File: config.mk
export PLATFORM = sky130hd
export DESIGN_NAME = bitserial_operand_feeder
export DESIGN_NICKNAME = d
export VERILOG_FILES = /design/src/rtl/bitserial_operand_feeder.sv
export SDC_FILE = /design/constraint.sdc
export NUM_CORES = 1
export LEC_CHECK = 0
export ABC_AREA = 1
export CORE_MARGIN = 3
export CORE_UTILIZATION = 55
export CTS_BUF_LIST = sky130_fd_sc_hd__clkbuf_16
export DETAILED_ROUTE_END_ITERATION = 8
export PLACE_DENSITY = 0.87
export SYNTH_ARGS = -nofsm -noshare
export SYNTH_HDL_FRONTEND = slang
export SYNTH_SLANG_ARGS = --single-unit
File: constraint.sdc
create_clock -name clk -period 2.5 [get_ports clk]
set_input_delay 0.625 -clock clk [delete_from_list [all_inputs] [get_ports clk]]
set_output_delay 0.625 -clock clk [all_outputs]
set_load 0.005 [all_outputs]
File: src/rtl/bitserial_operand_feeder.sv
// Sequencer for the bit-serial MAC: buffers activation/weight pairs and holds each one
// on the MAC for eight enabled cycles. It also issues the MAC clear and the final flush cycle.
`timescale 1ns/1ps
module bitserial_operand_feeder #(
  parameter int unsigned DEPTH = 4,
  parameter int unsigned LEN_W = 8
) (
  input  logic             clk,
  input  logic             rst,
  input  logic             start,
  input  logic [LEN_W-1:0] vec_len,
  input  logic [1:0]       prec,
  input  logic             in_valid,
  output logic             in_ready,
  input  logic [7:0]       in_act,
  input  logic [7:0]       in_wgt,
  output logic [7:0]       mac_act,
  output logic [7:0]       mac_wgt,
  output logic             mac_en,
  output logic             mac_rstn,
  output logic [1:0]       mac_prec,
  output logic [2:0]       phase,
  output logic             busy,
  output logic             vec_done
);

  localparam int unsigned PTR_W = $clog2(DEPTH);

  typedef enum logic [2:0] {StIdle, StClear, StRun, StFlush, StDone} state_e;

  state_e           state_q, state_d;
  logic [LEN_W-1:0] rem_q, rem_d;
  logic [7:0]       act_q, act_d, wgt_q, wgt_d;
  logic             en_q, en_d, rstn_q, rstn_d, done_q, done_d;
  logic [1:0]       prec_q, prec_d;
  logic [2:0]       phase_q, phase_d;

  // FIFO storage; pointers carry one extra bit to tell full from empty.
  logic [7:0]   mem_act [DEPTH];
  logic [7:0]   mem_wgt [DEPTH];
  logic [PTR_W:0] wr_ptr_q, rd_ptr_q;
  logic           fifo_empty, fifo_full, push, pop, boundary;

  assign fifo_empty = (wr_ptr_q == rd_ptr_q);
  assign fifo_full  = (wr_ptr_q[PTR_W] != rd_ptr_q[PTR_W]) &&
                      (wr_ptr_q[PTR_W-1:0] == rd_ptr_q[PTR_W-1:0]);
  assign in_ready   = !fifo_full;
  assign push       = in_valid && in_ready;

  always_ff @(posedge clk) begin
    if (push) begin
      mem_act[wr_ptr_q[PTR_W-1:0]] <= in_act;
      mem_wgt[wr_ptr_q[PTR_W-1:0]] <= in_wgt;
    end
  end

  always_ff @(posedge clk or posedge rst) begin
    if (rst) begin
      wr_ptr_q <= '0;
      rd_ptr_q <= '0;
    end else begin
      if (push) wr_ptr_q <= wr_ptr_q + (PTR_W+1)'(1);
      if (pop)  rd_ptr_q <= rd_ptr_q + (PTR_W+1)'(1);
    end
  end

  // A pair boundary is the edge leaving CLEAR, the last phase of a pair, or any stalled cycle.
  assign boundary = (state_q == StClear) ||
                    ((state_q == StRun) && (!en_q || (phase_q == 3'd7)));

  always_comb begin
    state_d = state_q;
    rem_d   = rem_q;
    act_d   = act_q;
    wgt_d   = wgt_q;
    en_d    = 1'b0;
    rstn_d  = 1'b1;
    done_d  = 1'b0;
    prec_d  = prec_q;
    phase_d = phase_q;
    pop     = 1'b0;
    case (state_q)
      StIdle: begin
        if (start && (vec_len != '0)) begin
          state_d = StClear;
          rem_d   = vec_len;
          prec_d  = prec;
          rstn_d  = 1'b0;
          phase_d = 3'd0;
        end
      end
      StClear, StRun: begin
        if (boundary) begin
          state_d = StRun;
          phase_d = 3'd0;
          if (rem_q == '0) begin
            state_d = StFlush;
            en_d    = 1'b1;
            act_d   = 8'd0;
            wgt_d   = 8'd0;
          end else if (!fifo_empty) begin
            pop   = 1'b1;
            act_d = mem_act[rd_ptr_q[PTR_W-1:0]];
            wgt_d = mem_wgt[rd_ptr_q[PTR_W-1:0]];
            en_d  = 1'b1;
            rem_d = rem_q - LEN_W'(1);
          end
        end else begin
          en_d    = 1'b1;
          phase_d = phase_q + 3'd1;
        end
      end
      StFlush: begin
        // The flush cycle advances the MAC counter 0->1 like any enabled cycle.
        state_d = StDone;
        phase_d = phase_q + 3'd1;
        done_d  = 1'b1;
      end
      StDone: state_d = StIdle;
      default: state_d = StIdle;
    endcase
  end

  always_ff @(posedge clk or posedge rst) begin
    if (rst) begin
      state_q <= StIdle;
      rem_q   <= '0;
      act_q   <= 8'd0;
      wgt_q   <= 8'd0;
      en_q    <= 1'b0;
      rstn_q  <= 1'b0;
      done_q  <= 1'b0;
      prec_q  <= 2'd0;
      phase_q <= 3'd0;
    end else begin
      state_q <= state_d;
      rem_q   <= rem_d;
      act_q   <= act_d;
      wgt_q   <= wgt_d;
      en_q    <= en_d;
      rstn_q  <= rstn_d;
      done_q  <= done_d;
      prec_q  <= prec_d;
      phase_q <= phase_d;
    end
  end

  assign mac_act  = act_q;
  assign mac_wgt  = wgt_q;
  assign mac_en   = en_q;
  assign mac_rstn = rstn_q;
  assign mac_prec = prec_q;
  assign phase    = phase_q;
  assign busy     = (state_q != StIdle);
  assign vec_done = done_q;

endmodule

; ---- Word level (Yosys, flattened, before mapping)
; Memory sizes are Yosys's and may differ from the RTL's.
; Index checks and enable logic that the tools add are counted.
[classes]
reduce_logical = 20
add_sub_neg = 4
n_eq_ne = 12
n_mux = 28
[op_table]
columns = operator, n
row1 = $mux 8, 8
row2 = $pmux 3 s3, 2
row3 = $pmux 8 s2, 1
row4 = $mux 1, 13
row5 = $mux 3, 4
row6 = $add 3x1->3 const B, 3
row7 = $logic_not 8->1, 1
row8 = $ne 2x2->1 const B, 4
row9 = $reduce_bool 8->1, 1
row10 = $sub 8x1->8 const B, 1
row11 = $eq 3x2->1 const B, 2
row12 = $reduce_and 2->1, 3
row13 = $reduce_bool 3->1, 2
row14 = $reduce_and 5->1, 1
row15 = $logic_and 1x1->1, 4
row16 = $eq 3x1->1 const B, 1
row17 = $eq 3x3->1, 1
row18 = $eq 3x3->1 const B, 1
row19 = $logic_not 3->1, 1
row20 = $reduce_and 3->1, 1
row21 = $eq 2x2->1, 1
row22 = $logic_not 1->1, 2
row23 = $logic_or 1x1->1, 2
row24 = $ne 2x1->1 const B, 1
row25 = 3 further kinds, 3
[totals]
output_inout_bits = 26
reg_bits = 41
elab_cells = 77
n_memories = 2
inputBits = 30
ramBits = 64
[mem_list]
columns = memory, depth, word_bits, read_ports, rd_ports_with_merged_regs, wr, line_no
row1 = mem_act, 4, 8, 1, 0, 1, 39  ; logic [7:0] mem_act [DEPTH];
row2 = mem_wgt, 4, 8, 1, 0, 1, 40  ; logic [7:0] mem_wgt [DEPTH];

; ---- Longest topological paths before layout
; Gate-level depths: netlist of run 1.
[logic_depth]
depth_word = 6
mapped_depth = 10
ltp_nobuf = 10

; ---- Least setup slack after synthesis of run 1
; OpenSTA, ideal clock, no wires.
[synth_path]
path_kind = register -> register
from = register rd_ptr_q[1]
to = memory mem_act[0][0], enable pin
arrival_ns = 1.656
path_buffers = 1
stages_incl_launch_ff = 9
slack_ns = 0.456
required_ns = 2.111
setup_ns = 0.389
synth_period_minus_slack_ns = 2.044
path_cell_list = dfrtp_1 buf_4 clkinv_4 nand2_1 nand2_1 nor2_1 nand3_1 nand2_2 nor2_1
[synth_between]
elab_chain_len = 6
[synth_lines]
columns = item, line_no
row1 = "start, declared", 41  ; logic [PTR_W:0] wr_ptr_q, rd_ptr_q;
row2 = "start signal, assigned", 63  ; if (pop) rd_ptr_q <= rd_ptr_q + (PTR_W+1)'(1);
row3 = $eq 2x2->1, 46  ; (wr_ptr_q[PTR_W-1:0] == rd_ptr_q[PTR_W-1:0]);
row4 = $logic_and 1x1->1, 45  ; assign fifo_full = (wr_ptr_q[PTR_W] != rd_ptr_q[PTR_W]) &&
row5 = $logic_not 1->1, 47  ; assign in_ready = !fifo_full;
row6 = net in_ready, 14  ; output logic in_ready,
row7 = $logic_and 1x1->1, 48  ; assign push = in_valid && in_ready;
row8 = $mux 1, 51  ; if (push) begin
row9 = $mux 1 (implied by the code), 52  ; mem_act[wr_ptr_q[PTR_W-1:0]] <= in_act;
row10 = "end, declared", 39
; The timed path passes the listed nets, and every way through them passes these cells.

; ---- Worst setup path after layout of run 1
[layout_path]
from = register wr_ptr_q[0]
to = output port in_ready
[layout_between]
elab_chain_len = 3
[layout_lines]
columns = item, line_no
row1 = "start, declared", 41
row2 = "start signal, assigned", 62  ; if (push) wr_ptr_q <= wr_ptr_q + (PTR_W+1)'(1);
row3 = $eq 2x2->1, 46
row4 = $logic_and 1x1->1, 45
row5 = $logic_not 1->1, 47
row6 = "end, declared", 14
; No other way between the ends.

==> flow_metrics.env, run 1 <==
export IMPL_rsz0062_at_grt="no"
export IMPL_reg2reg_from="state_q[1]"
export IMPL_yosysWarningCount=0
export IMPL_critPathSlowestCell="dfrtp_1"
export IMPL_syn_nets=474
export IMPL_reg2reg_depth=7
export IMPL_cpPeakStageDelay_ps=470
export IMPL_clk_path_buf_depth=2
export IMPL_grt_pass1_wl_um=17000
export IMPL_io_pins=56
export IMPL_dpl_worst_slack_ps=400
export IMPL_cap_violations=0
export IMPL_cp_startpoint="wr_ptr_q[0]"
export IMPL_crit_path_max_fanout=5
export IMPL_vias=3428
export IMPL_clock_latency_ps=340
export IMPL_maxSlewHeadroom=0.636
export IMPL_numClockSinks=105
export IMPL_drt_iter0_markers=329
export IMPL_ir_worst_vdd_uv=611
export IMPL_synth_top_area_share=0.420
export IMPL_min_period_ps=2360
export IMPL_end_kind="output port"
export IMPL_post_drt_wl_per_cell_um=17.0
export IMPL_die_h_um=97.2
export IMPL_synth_area_um2=4570
export IMPL_cts_htree_levels=3
export IMPL_synth_yosys_seq_area_share=0.645
export IMPL_synth_top_area_cell="edfxtp_1"
export IMPL_synthCells=435
export IMPL_seq_area_um2=2950
export IMPL_setup_tns_ps=0
export IMPL_reg2reg_to="mac_wgt[1]"
export IMPL_syn_to_final_growth_pct=20.8
export IMPL_diodes=0
export IMPL_max_freq_mhz=424
export IMPL_path_cells="inv_2 > nand2_1 > nand2_1 > nor2_1 > nand3_2 > clkdlybuf4s50_1"
export IMPL_fin_skew_ps=7.59
export IMPL_drc_errors=0
export IMPL_gr_total_overflow=0
export IMPL_whs_path_depth=1
export IMPL_grt_pass1_vias=3548
export IMPL_drv_slew=0
export IMPL_synth_area_per_cell_um2=10.5
export IMPL_start_kind="flop"
export IMPL_finalCritPeriodShare=0.944
export IMPL_drt_pass1_iter_count=5
export IMPL_gp_congestion=0.938
export IMPL_finalWirelength_um=10200
export IMPL_cts_inserted_buffers=9
export IMPL_hold_buffers=0
export IMPL_dp_hpwl_um=6580
export IMPL_dieArea_um2=9440
export IMPL_nNetsFinal=534
export IMPL_start_util=0.579
export IMPL_ctsRootBufferMaster="clkbuf_16"
export IMPL_setup_viol=0
export IMPL_crit_type="reg2out"
export IMPL_cp_common_cell="nand2_1"
export IMPL_fill_cells=549
export IMPL_critPathArrivalTime_ps=1740
export IMPL_outcome="completed"
export IMPL_drive_above_1_share=0.0960
export IMPL_via_per_inst=5.69
export IMPL_grt_usage=0.223
export IMPL_setup_slack_ps=140
export IMPL_io_buffers=55
export IMPL_hold_path_class="reg2reg"
export IMPL_power_per_cell_area_nw_per_um2=1320
export IMPL_hold_viol=0
export IMPL_final_cell_mix="102 x nand2_1, 64 x edfxtp_1, 57 x nor2_1"
export IMPL_synth_ff_type="edfxtp_1"
export IMPL_final_core_util=0.700
export IMPL_synth_edf_count=64
export IMPL_drtAntennaViolNets=0
export IMPL_clkTransAtPathRegs_ps=70
export IMPL_grt_antenna_before_repair=0
export IMPL_rows=32
export IMPL_cp_endpoint="in_ready"
export IMPL_grt_start_max_net_pins=42
export IMPL_critPathRequiredTime_ps=1880
export IMPL_worstMarginPinSlew_ps=544
export IMPL_reg2reg_slack_ps=510
export IMPL_synth_area_leaders="edfxtp_1 42%, dfrtp_1 22%, nand2_1 8.4%, o21ai_0 5.8%, nor2_1 4.7%"
export IMPL_final_common_cell="nand2_1"
export IMPL_leakage_nw=2.28
export IMPL_multi_input_area_um2=1430
export IMPL_core_um2=7890
export IMPL_cts_tree="yes"
export IMPL_async_reset_ff_frac=0.390
export IMPL_die_w_um=97.2
export IMPL_synth_ff_latch_count=105
export IMPL_yosysUniqueCellTypes=31
critical path, delay by kind of cell (launching register included):
family	cells	cell delay [ps]
buffers and inverters	2	550
and+or+nand+nor	4	370
DFF	1	470
layout make-up:
cell class,instances,share of cell area
sequential,105,0.534
clock buffer,9,0.0408
clock inverter,7,0.00975
inverter,27,0.0193
tap,102,0.0231
timing repair buffer,65,0.113
multi-input combinational,287,0.260
power breakdown:
group	leakage [nW]	switching [W]	internal, W
logic	1.05	0.00203	0.00119
clock network	0.139	0.000640	0.000685
registers	1.09	0.000314	0.00242
per-layer routing:
metal | GRT usage | part of all wire | vias to the layer above
met3 | 0.0323 | 0.070 | 32
met4 | 0.105 | 0.030 | 0
met5 | 0 | 0 | -
met2 | 0.391 | 0.51 | 143
met1 | 0.273 | 0.39 | 1662
li1 | - | - | 1591
synth_stat cells, types with 3 or more instances:
cell / n
a21oi_1: 7
nor2_2: 3
o21ai_0: 53
nand3_1: 15
clkbuf_1: 10
o22ai_1: 16
nand2_4: 3
nor2_4: 3
buf_4: 3
nand2_1: 102
o21ai_1: 5
ha_1: 9
inv_1: 20
edfxtp_1: 64
xor2_1: 3
inv_2: 6
dfrtp_1: 41
nor2_1: 57
logic make-up after synthesis:
logic type      synth area share
simple gates               0.181
xor+xnor                 0.00767
compound gates            0.0996
buf+inv                   0.0424
flops                      0.645
fa+ha+maj                 0.0246
stage by stage:
| stage | hold slack [ps] | cells | area [µm²] | power, W |
|---|---|---|---|---|
| floorplan | 445 | 435 | 4570 | 0.00482 |
| global placement | 458 | 585 | 5230 | 0.00573 |
| detailed placement | 464 | 585 | 5230 | 0.00592 |
| CTS | 472 | 601 | 5510 | 0.00725 |
| global route | 504 | 602 | 5520 | 0.00778 |
| finish | 467 | 602 | 5520 | 0.00728 |
timing repair:
action,in CTS,in global routing
endpoints found under the setup margin,0,1
buffers inserted,0,1
gates resized for setup,0,1
worst min-delay path by stage:
stage	start	to
detailed placement	state_q[2]	state_q[2]
CTS	state_q[2]	state_q[2]
global placement	state_q[2]	state_q[2]
global route	state_q[2]	state_q[2]
finish	state_q[2]	state_q[2]
floorplan	state_q[2]	state_q[2]
sequential cells by signal, indices dropped and copies added, names as in the netlist:
name	flops
state_q	3
mem_wgt	32
rd_ptr_q	3
mac_en	1
mem_act	32
vec_done	1
mac_act	8
mac_wgt	8
wr_ptr_q	3
phase	3
rem_q	8
mac_prec	2
mac_rstn	1
Note: power is estimated with default switching activity, not from simulation.
==> run 2: changes to the inputs <==
--- a/config.mk
+++ b/config.mk
@@ -7,10 +7,10 @@
 export LEC_CHECK = 0
 export ABC_AREA = 1
 export CORE_MARGIN = 3
-export CORE_UTILIZATION = 55
+export CORE_UTILIZATION = 50
 export CTS_BUF_LIST = sky130_fd_sc_hd__clkbuf_16
 export DETAILED_ROUTE_END_ITERATION = 8
-export PLACE_DENSITY = 0.87
+export PLACE_DENSITY = 0.81
 export SYNTH_ARGS = -nofsm -noshare
 export SYNTH_HDL_FRONTEND = slang
 export SYNTH_SLANG_ARGS = --single-unit
==> constraint.sdc (replaced) <==
create_clock -name clk -period 2.5 [get_ports clk]
set_input_delay 0.25 -clock clk [delete_from_list [all_inputs] [get_ports clk]]
set_output_delay 0.25 -clock clk [all_outputs]
set_load 0.005 [all_outputs]
==> run 2 against run 1 <==
Die area grew 9.4%. Final cell count rose by 0.66%. First-iteration DRC count is 23% lower. Worst hold slack got worse by 130 ps. Count of clock-buffer cells in the layout unchanged. Wire length fell by 7.7%. Via count decreased by 3.6%. Design area grew 0.70%. Largest power group unchanged. Highest routed layer unchanged.
==> flow_metrics.env, run 2 (synthesis gave the netlist of run 1 again) <==
export IMPL_outcome="completed"
export IMPL_setup_tns_ps=0
export IMPL_grt_antenna_before_repair=0
export IMPL_drtAntennaViolNets=0
export IMPL_critPathRequiredTime_ps=2250
export IMPL_reg2reg_depth=8
export IMPL_reg2reg_to="mem_wgt[2][3]"
export IMPL_reg2reg_slack_ps=520
export IMPL_crit_path_max_fanout=19
export IMPL_hold_path_class="in2async"
export IMPL_worstMarginPinSlew_ps=537
export IMPL_hold_buffers=0
export IMPL_syn_to_final_growth_pct=21.6
export IMPL_start_kind="flop"
export IMPL_drt_iter0_markers=252
export IMPL_reg2reg_from="rd_ptr_q[1]"
export IMPL_cts_htree_levels=3
export IMPL_min_period_ps=2350
export IMPL_final_cell_mix="102 x nand2_1, 64 x edfxtp_1, 57 x nor2_1"
export IMPL_cts_inserted_buffers=9
export IMPL_grt_usage=0.195
export IMPL_diodes=0
export IMPL_cap_violations=0
export IMPL_numClockSinks=105
export IMPL_clk_path_buf_depth=2
export IMPL_start_util=0.519
export IMPL_power_per_cell_area_nw_per_um2=1320
export IMPL_ctsRootBufferMaster="clkbuf_16"
export IMPL_multi_input_area_um2=1430
export IMPL_leakage_nw=2.29
export IMPL_grt_start_max_net_pins=42
export IMPL_fill_cells=672
export IMPL_vias=3306
export IMPL_die_h_um=102
export IMPL_dp_hpwl_um=6060
export IMPL_io_buffers=55
export IMPL_cts_tree="yes"
export IMPL_seq_area_um2=2950
export IMPL_cts_resized=0
export IMPL_dieArea_um2=10300
export IMPL_ir_worst_vdd_uv=564
export IMPL_rows=34
export IMPL_drv_slew=0
export IMPL_finalNonFillerCells=606
export IMPL_drive_above_1_share=0.0924
export IMPL_end_kind="output port"
export IMPL_gr_total_overflow=0
export IMPL_clock_latency_ps=350
export IMPL_cts_setup_buffers=0
export IMPL_core_um2=8810
export IMPL_max_freq_mhz=426
export IMPL_finalWirelength_um=9430
export IMPL_maxSlewHeadroom=0.642
export IMPL_via_per_inst=5.46
export IMPL_rsz0062_at_grt="no"
export IMPL_drt_pass1_iter_count=4
export IMPL_hold_viol=0
export IMPL_grt_pass1_vias=3296
export IMPL_final_common_cell="nand2_1"
export IMPL_nNetsFinal=532
export IMPL_crit_type="reg2out"
export IMPL_critPathArrivalTime_ps=2100
export IMPL_finalCritPeriodShare=0.940
export IMPL_io_pins=56
export IMPL_gp_congestion=0.827
export IMPL_place_inst=590
export IMPL_die_w_um=102
export IMPL_fin_skew_ps=5.99
export IMPL_setup_viol=0
export IMPL_post_drt_wl_per_cell_um=15.6
export IMPL_drc_errors=0
export IMPL_clkTransAtPathRegs_ps=80
export IMPL_grt_pass1_wl_um=15500
-- run 2: cell types whose count changed in the layout (fill, tap and decap cells not counted), sizes merged --
cell      delta
clkinvlp     -1
clkinv       -2
inv          +2
buf          -2
bufinv       +1
-- run 2: report_power, final --
part / switching, W / leakage (nW) / total [W] / internal (W)
Sequential: 0.000319 / 1.09 / 0.00274 / 0.00242
Clock: 0.000693 / 0.162 / 0.00152 / 0.000823
Combinational: 0.00191 / 1.04 / 0.00308 / 0.00117
-- run 2: per-layer routing --
metal / wire length [µm] / share of wire / track usage / vias up
met1: 3890 / 0.41 / 0.241 / 1591
li1: - / - / - / 1591
met3: 502 / 0.053 / 0.0379 / 16
met2: 4910 / 0.52 / 0.332 / 108
met5: 0 / 0 / 0 / -
met4: 125 / 0.013 / 0.0879 / 0
-- run 2: critical path, stage by stage (launching register included) --
cell	delay, ps
dfrtp_1	570
clkinv_4	220
nand2_1	110
nand2_1	50
nor2_1	170
nand3_1	150
clkdlybuf4s50_1	470
-- run 2: final cells by class --
class	count	area share
clock buffers	9	0.0405
clock inverters	7	0.0189
inverters	27	0.0191
multi-input cells	287	0.257
flip-flops and latches	105	0.530
well taps	108	0.0243
repair buffers	63	0.110
-- run 2: worst max path at each step --
| stage | startpoint | end | slack (ps) | cells past startpoint |
|---|---|---|---|---|
| 6_report | rd_ptr_q[1] | in_ready | 150 | 6 |
| 5_1_grt | rd_ptr_q[1] | in_ready | 70 | 6 |
| 4_1_cts | rd_ptr_q[1] | in_ready | 160 | 6 |
| 3_5_place_dp | rd_ptr_q[1] | in_ready | 600 | 6 |
| 3_3_place_gp | rd_ptr_q[1] | in_ready | 650 | 6 |
| 2_1_floorplan | rd_ptr_q[1] | mem_act[0][0] | 460 | 8 |
-- run 2: per-stage QoR --
stage / util / worst slack, ps / hold WS [ps] / instance area, µm² / total power, W
after floorplan: - / 456 / 349 / 4570 / 0.00482
after global placement: 0.594 / 649 / 457 / 5230 / 0.00569
after global routing: 0.631 / 65.9 / 385 / 5560 / 0.00789
after CTS: 0.631 / 157 / 355 / 5560 / 0.00737
final: 0.631 / 150 / 336 / 5560 / 0.00733
after detailed placement: 0.594 / 602 / 467 / 5230 / 0.00582
==> run 3: changes to the inputs <==
--- a/config.mk
+++ b/config.mk
@@ -6,7 +6,7 @@
 export NUM_CORES = 1
 export LEC_CHECK = 0
 export ABC_AREA = 1
-export CORE_MARGIN = 3
+export CORE_MARGIN = 8
 export CORE_UTILIZATION = 50
 export CTS_BUF_LIST = sky130_fd_sc_hd__clkbuf_16
 export DETAILED_ROUTE_END_ITERATION = 8
==> run 3 against run 2 <==
Design area decreased by 0.23%. First-iteration DRC count is 7.1% higher. Total power decreased by 0.74%. Critical path depth stayed put. Global-route usage down 2.9 points. Sequential share of layout area grew 0.12 points. Maximum frequency up 11%. Sequential power hardly changed. Highest routed layer unchanged. Critical endpoint unchanged.
==> flow_metrics.env, run 3 (synthesis gave the netlist of run 1 again) <==
export IMPL_maxSlewHeadroom=0.638
export IMPL_finalCritPeriodShare=0.847
export IMPL_clkTransAtPathRegs_ps=70
export IMPL_rows=35
export IMPL_start_kind="flop"
export IMPL_power_per_cell_area_nw_per_um2=1310
export IMPL_die_w_um=112
export IMPL_gr_total_overflow=0
export IMPL_core_um2=9060
export IMPL_drtAntennaViolNets=0
export IMPL_drv_slew=0
export IMPL_crit_path_max_fanout=19
export IMPL_crit_type="reg2out"
export IMPL_ctsRootBufferMaster="clkbuf_16"
export IMPL_cp_endpoint="in_ready"
export IMPL_fill_cells=730
export IMPL_min_period_ps=2120
export IMPL_drt_pass1_iter_count=4
export IMPL_outcome="completed"
export IMPL_hold_viol=0
export IMPL_drive_above_1_share=0.0924
export IMPL_cts_tree="yes"
export IMPL_final_common_cell="nand2_1"
export IMPL_gp_congestion=0.862
export IMPL_cp_startpoint="rd_ptr_q[1]"
export IMPL_reg2reg_slack_ps=640
export IMPL_dieArea_um2=12500
export IMPL_syn_to_final_growth_pct=21.4
export IMPL_cts_resized=0
export IMPL_clk_path_buf_depth=2
export IMPL_io_pins=56
export IMPL_diodes=0
export IMPL_clock_latency_ps=350
export IMPL_grt_usage=0.166
export IMPL_critPathRequiredTime_ps=2250
export IMPL_start_util=0.504
export IMPL_io_buffers=55
export IMPL_vias=3254
export IMPL_grt_start_max_net_pins=42
export IMPL_hold_path_class="in2async"
export IMPL_rsz0062_at_grt="no"
export IMPL_ir_worst_vdd_uv=811
export IMPL_cap_violations=0
export IMPL_drc_errors=0
export IMPL_grt_antenna_before_repair=0
export IMPL_reg2reg_depth=8
export IMPL_hold_buffers=0
export IMPL_critPathArrivalTime_ps=1870
export IMPL_numClockSinks=105
export IMPL_grt_pass1_vias=3325
export IMPL_dp_hpwl_um=6550
export IMPL_cts_setup_buffers=0
export IMPL_final_cell_mix="102 x nand2_1, 64 x edfxtp_1, 57 x nor2_1"
export IMPL_cts_htree_levels=3
export IMPL_finalWirelength_um=9900
export IMPL_end_kind="output port"
export IMPL_drt_iter0_markers=270
export IMPL_die_h_um=112
export IMPL_worstMarginPinSlew_ps=543
export IMPL_nNetsFinal=532
export IMPL_cts_inserted_buffers=9
export IMPL_max_freq_mhz=472
export IMPL_grt_pass1_wl_um=16600
export IMPL_leakage_nw=2.28
export IMPL_setup_tns_ps=0
export IMPL_reg2reg_to="rd_ptr_q[2]"
export IMPL_via_per_inst=5.34
export IMPL_fin_skew_ps=10.3
export IMPL_post_drt_wl_per_cell_um=16.2
export IMPL_reg2reg_from="state_q[1]"
export IMPL_fin_hold_ws_ps=341
export IMPL_setup_viol=0
[run 3: worst max-delay path: stages, from the launching register on]
cell	delay (ps)
dfrtp_1	410
buf_4	220
nand2_1	80
nand2_1	40
nor2_1	140
nand3_1	150
clkdlybuf4s50_1	480
[run 3: area by class of cell]
class,instances,area (µm²),area share
sequential,105,2950,0.531
multi-input combinational,287,1430,0.258
timing repair buffer,63,611,0.110
clock buffer,9,225,0.0406
tap,111,139,0.0250
inverter,27,106,0.0192
clock inverter,7,88.8,0.0160
[run 3: report_power, final]
| group | switching (W) | leakage [nW] | internal [W] |
|---|---|---|---|
| sequential | 0.000304 | 1.09 | 0.00242 |
| combinational | 0.00195 | 1.04 | 0.00117 |
| clock | 0.000708 | 0.153 | 0.000726 |
[run 3: how the worst min path moves through the flow]
stage	depth (start not counted)	start	end	slack, ps
final	3	rst	mac_prec[0]	340
after global routing	3	rst	mac_act[1]	380
after CTS	3	rst	mac_wgt[6]	360
after detailed placement	1	state_q[2]	state_q[2]	460
after global placement	1	state_q[2]	state_q[2]	460
after floorplan	0	in_act[0]	mem_act[0][0]	350
[run 3: layer usage]
layer  up-vias  share of wire  global-route usage
li1       1592              -                   -
met1      1551           0.41               0.192
met2        99           0.52               0.292
met3        12          0.056              0.0341
met4         0          0.016              0.0702
met5         -              0                   0
[run 3: stage by stage]
stage | instances | power [W] | area [µm²] | setup slack (ps) | util
2_1_floorplan | 435 | 0.00482 | 4570 | 456 | -
3_3_place_gp | 593 | 0.00574 | 5230 | 661 | 0.577
3_5_place_dp | 593 | 0.00589 | 5230 | 642 | 0.577
4_1_cts | 609 | 0.00734 | 5550 | 354 | 0.612
5_1_grt | 609 | 0.00786 | 5550 | 278 | 0.612
6_report | 609 | 0.00728 | 5550 | 382 | 0.612
